**src/rtl/exp_pkg.sv**
```systemverilog
// Shared types and sizing for the BF16 exp segment-table loader.
// Entry widths come from BASE_WIDTH / OFFSET_WIDTH (16 bits when not supplied by the build).
`ifndef BASE_WIDTH
`define BASE_WIDTH 16
`endif
`ifndef OFFSET_WIDTH
`define OFFSET_WIDTH 16
`endif

package exp_pkg;
    localparam int BASE_W    = `BASE_WIDTH;
    localparam int OFF_W     = `OFFSET_WIDTH;
    localparam int NUM_IDX   = 13;
    localparam int NUM_SGN   = 2;
    localparam int ENTRY_CNT = NUM_SGN * NUM_IDX;
    localparam int CKSUM_W   = 16;
    localparam int IDX_W     = 4;

    typedef enum logic [1:0] {
        IDLE  = 2'd0,
        LOAD  = 2'd1,
        CHECK = 2'd2,
        DONE  = 2'd3
    } state_t;
endpackage

```
**src/rtl/exp_entry_counter.sv**
```systemverilog
// Walks the table entries sgn=0 idx 0..12, then sgn=1 idx 0..12, and flags the last entry.
module exp_entry_counter
    import exp_pkg::*;
(
    input  logic             clk,
    input  logic             rst,
    input  logic             clr,
    input  logic             inc,
    output logic             sgn,
    output logic [IDX_W-1:0] idx,
    output logic             last
);
    localparam logic [IDX_W-1:0] IDX_MAX = IDX_W'(NUM_IDX - 1);

    logic             sgn_reg;
    logic [IDX_W-1:0] idx_reg;

    always_ff @(posedge clk or posedge rst) begin
        if (rst) begin
            sgn_reg <= 1'b0;
            idx_reg <= '0;
        end else if (clr) begin
            sgn_reg <= 1'b0;
            idx_reg <= '0;
        end else if (inc) begin
            if (idx_reg == IDX_MAX) begin
                idx_reg <= '0;
                sgn_reg <= ~sgn_reg;
            end else begin
                idx_reg <= idx_reg + 1'b1;
            end
        end
    end

    assign sgn  = sgn_reg;
    assign idx  = idx_reg;
    assign last = sgn_reg && (idx_reg == IDX_MAX);
endmodule

```
**src/rtl/exp_table_loader.sv**
```systemverilog
// Loads the exp MAC segment table from a valid/ready word stream, one cfg write per accept.
// Optional trailing checksum word enabled by EXP_LOADER_CHECKSUM_EN.
module exp_table_loader
    import exp_pkg::*;
(
    input  logic              clk,
    input  logic              rst,
    input  logic              start,
    input  logic              in_valid,
    output logic              in_ready,
    input  logic [BASE_W-1:0] in_base,
    input  logic [OFF_W-1:0]  in_offset,
    output logic              cfg_w_en,
    output logic              cfg_sgn,
    output logic [IDX_W-1:0]  cfg_idx,
    output logic [BASE_W-1:0] cfg_base,
    output logic [OFF_W-1:0]  cfg_offset,
    output logic              busy,
    output logic              table_valid,
    output logic              err
);
    state_t             state_reg, state_next;
    logic               accept, wr;
    logic               cnt_sgn, cnt_last;
    logic [IDX_W-1:0]   cnt_idx;

    logic               w_en_reg;
    logic               sgn_reg;
    logic [IDX_W-1:0]   idx_reg;
    logic [BASE_W-1:0]  base_reg;
    logic [OFF_W-1:0]   offset_reg;

    assign in_ready = (state_reg == LOAD) || (state_reg == CHECK);
    assign accept   = in_valid && in_ready;
    // A word arriving alongside start is dropped: the restart wins.
    assign wr       = accept && (state_reg == LOAD) && !start;

    exp_entry_counter u_cnt (
        .clk  (clk),
        .rst  (rst),
        .clr  (start),
        .inc  (wr),
        .sgn  (cnt_sgn),
        .idx  (cnt_idx),
        .last (cnt_last)
    );

`ifdef EXP_LOADER_CHECKSUM_EN
    logic [CKSUM_W-1:0] sum_reg;
    logic               err_reg;
    logic               ck_match;

    assign ck_match = (CKSUM_W'(in_base) == sum_reg);

    always_ff @(posedge clk or posedge rst) begin
        if (rst) begin
            sum_reg <= '0;
            err_reg <= 1'b0;
        end else begin
            if (start)
                sum_reg <= '0;
            else if (wr)
                sum_reg <= sum_reg + CKSUM_W'(in_base) + CKSUM_W'(in_offset);

            if (start)
                err_reg <= 1'b0;
            else if (state_reg == CHECK && in_valid && !ck_match)
                err_reg <= 1'b1;
        end
    end

    assign err = err_reg;
`else
    assign err = 1'b0;
`endif

    always_ff @(posedge clk or posedge rst) begin
        if (rst)
            state_reg <= IDLE;
        else
            state_reg <= state_next;
    end

    always_comb begin
        state_next = state_reg;
        unique case (state_reg)
            IDLE: if (start) state_next = LOAD;
            LOAD: begin
                if (start)
                    state_next = LOAD;
                else if (wr && cnt_last)
`ifdef EXP_LOADER_CHECKSUM_EN
                    state_next = CHECK;
`else
                    state_next = DONE;
`endif
            end
`ifdef EXP_LOADER_CHECKSUM_EN
            CHECK: begin
                if (start)
                    state_next = LOAD;
                else if (in_valid)
                    state_next = ck_match ? DONE : IDLE;
            end
`endif
            DONE: if (start) state_next = LOAD;
            default: state_next = IDLE;
        endcase
    end

    always_ff @(posedge clk or posedge rst) begin
        if (rst) begin
            w_en_reg   <= 1'b0;
            sgn_reg    <= 1'b0;
            idx_reg    <= '0;
            base_reg   <= '0;
            offset_reg <= '0;
        end else begin
            w_en_reg <= wr;
            if (wr) begin
                sgn_reg    <= cnt_sgn;
                idx_reg    <= cnt_idx;
                base_reg   <= in_base;
                offset_reg <= in_offset;
            end
        end
    end

    assign cfg_w_en    = w_en_reg;
    assign cfg_sgn     = sgn_reg;
    assign cfg_idx     = idx_reg;
    assign cfg_base    = base_reg;
    assign cfg_offset  = offset_reg;
    assign busy        = in_ready;
    assign table_valid = (state_reg == DONE);
endmodule
```
**config.mk**
```make
export PLATFORM = sky130hd
export DESIGN_NAME = exp_table_loader
export DESIGN_NICKNAME = d
export VERILOG_FILES = /design/src/rtl/exp_pkg.sv /design/src/rtl/exp_entry_counter.sv /design/src/rtl/exp_table_loader.sv
export SDC_FILE = /design/constraint.sdc
export NUM_CORES = 1
export LEC_CHECK = 0
export BUFFER_PORTS_ARGS = -buffer_cell sky130_fd_sc_hd__buf_2
export CAP_MARGIN = 20
export CORE_MARGIN = 8
export CORE_UTILIZATION = 24
export CTS_CLUSTER_DIAMETER = 120
export CTS_CLUSTER_SIZE = 24
export DETAILED_ROUTE_END_ITERATION = 10
export GPL_ROUTABILITY_DRIVEN = 0
export PLACE_DENSITY = 0.58
export SYNTH_ARGS = -nofsm -noshare
export SYNTH_HDL_FRONTEND = slang
export SYNTH_SLANG_ARGS = --single-unit
```
**constraint.sdc**
```tcl
create_clock -name clk -period 1.7 [get_ports clk]
set_clock_uncertainty 0.15 [all_clocks]
set_input_delay 0.425 -clock clk [delete_from_list [all_inputs] [get_ports clk]]
set_output_delay 0.425 -clock clk [all_outputs]
set_load 0.05 [all_outputs]
```
==> out/metrics.csv <==
metric;value;unit
rsz0062_at_grt;yes;
cts.sinks;45;
synthArstFlopShare;100.0;%
peakVddDrop;0.3208;mV
viasPerCell;4.095;
status;finished with violations;
dp_hpwl;3287;microns
io_pins;78;
worstReg2RegEnd;cfg_base[1];
netlist.area_leader.share;56.32;%
setup_viol;38;
crit_type;reg2out;
cts_buffer_depth;2;
layout.nets;272;
core_area;8134;sq um
setup_ws;-0.2360;ns
p_per_area;1007;nW/um^2
placed_cells;315;
worst-path-max-fanout;2;
drive_above_1_share;68.40;%
grt_use_met3;3.593;%
yosys.cell_count.top_type;dfrtp_1;
synth_edf_count;0;
violations;negative hold slack, negative setup slack;
ys_seq_area_share;56.32;%
synth_area;1999;sq um
reg2reg_from;state_reg[1];
drtPass1Iterations;4;
holdWs;-0.004892;ns
grt_max_degree;26;
synth_area_leaders;dfrtp_1, mux2_4, ha_1, buf_12, mux2_1;
met2_usage;13.11;%
fill_cells;806;
synth.yosys.warnings;0;
max_freq;516.5;MHz
die_h;107.3;microns
synthFlopType;dfrtp_1;
grt_pass1_vias;1473;
worstRegToRegCells;8;
yosysTopAreaCell;dfrtp_1;
drv_cap;0;
global_route.usage.met1;9.881;%
wl_per_cell;14.79;microns
fp.dieArea;11510;sq um
hold_violations;11;
grt_pass1_wl;7472;microns
hold_path_class;in2async;
period_needed;1.936;ns
drt.antenna.violating_nets;0;
dp_slack;-0.1278;ns
io_buffers;76;
cts_buffers;5;
syn-mean-instance-area;15.26;sq um
syn_nets;172;
cts_tree;yes;
end_kind;output pin;
cts_root_buf;clkbuf_8;
initial_core_util;24.58;%
final_cells;336;
overflow;0;
drc;0;
arrival;1.36;ns
drt-total-wl;4971;microns
path_clk_slew;0.09;ns
clock_latency;0.29;ns
cts.htree.levels;2;
start_kind;flop;
antenna_cells;0;
tns;-6.658;ns
dieWidth;107.3;microns
ys_types;28;
crit_required;1.12;ns
yosys-top-cells-count;dfrtp_1, mux2_4, a21oi_1, inv_1, o21ai_0;
synthCells;131;
rrSetupSlack;-0.23;ns
ys_ff_latch;45;
via_count;1376;
post-route-period-util;113.9;%
busiest_layer;met2;
drt_iter0_drc;21;
drv_slew;0;
total_power;2.986;mW
p_leak;1.462;nW
grt.total_usage;8.298;%
rows;33;
antenna_found_initial;1;
area_growth;48.25;%
## layout make-up
cell class / count / area [sq um] / area share [%]
Sequential cell: 45 / 1126 / 37.99
Multi-Input combinational cell: 72 / 839.6 / 28.32
Timing Repair Buffer: 95 / 638.1 / 21.53
Tap cell: 105 / 131.4 / 4.432
Timing Repair inverter: 5 / 73.82 / 2.491
Clock buffer: 5 / 68.82 / 2.322
Inverter: 7 / 51.30 / 1.731
Clock inverter: 2 / 35.03 / 1.182
## critical path, stage by stage, from the launching register on
cell        delay [ns]
dfrtp_1           0.41
buf_6             0.13
ha_4              0.27
clkinvlp_4        0.10
buf_8             0.16
## metrics by stage
stage                     utilization [%]  cell area [sq um]
after floorplan                         -               2041
after global placement              31.24               2541
after detailed placement            31.24               2541
after CTS                           34.73               2825
after global routing                36.44               2964
final                               36.44               2964
## placed cells by master, fill, tap and decap left out, drive strengths merged, types with 2 or more instances in the layout
cell type  count
o21ai          6
clkbuf         5
clkinv         3
inv            9
nand2          4
buf           95
nand3          3
nor3           2
mux2          35
dfrtp         45
a21oi          6
ha             5
## metal layers
layer / part of all wire (%) / vias up
met5: 0.26 / -
met4: 0.66 / 2
met3: 9.1 / 8
met2: 48 / 45
met1: 42 / 674
li1: - / 647
## report_power, final
group          leakage (nW)  internal [mW]  switching, mW  total [mW]
registers             0.548           1.19         0.0628        1.25
logic                 0.860          0.324          0.622       0.945
clock network        0.0540          0.428          0.358       0.786
total                  1.46           1.94           1.04        2.99
## cells by family after synthesis
group	after synthesis	synth area share [%]
buffers and inverters	14	6.508
AND/OR/NAND/NOR	14	3.630
flip-flops	45	56.32
multiplexers	36	25.66
adder cells (fa/ha/maj)	5	3.129
other	1	0.1876
AO/OA/AOI/OAI	16	4.569
## how the worst max path moves through the flow
stage                             end  slack, ns  depth (start not counted)         start
after floorplan              in_ready      -0.12                          4  state_reg[0]
after global placement    cfg_base[6]       -0.1                          6  state_reg[1]
after detailed placement  cfg_base[6]      -0.13                          6  state_reg[1]
after CTS                        busy      -0.24                          4  state_reg[1]
after global routing             busy      -0.31                          4  state_reg[1]
final                            busy      -0.24                          4  state_reg[1]
## timing repair
action                     CTS  global route
hold endpoints to repair     0             0
gates resized for setup     23            20
setup buffers                6             3
hold buffers                 0             0
pin swaps                    2             1
cloned                       4             1
setup endpoints to repair   38            43
(Power assumes the default switching activity.)
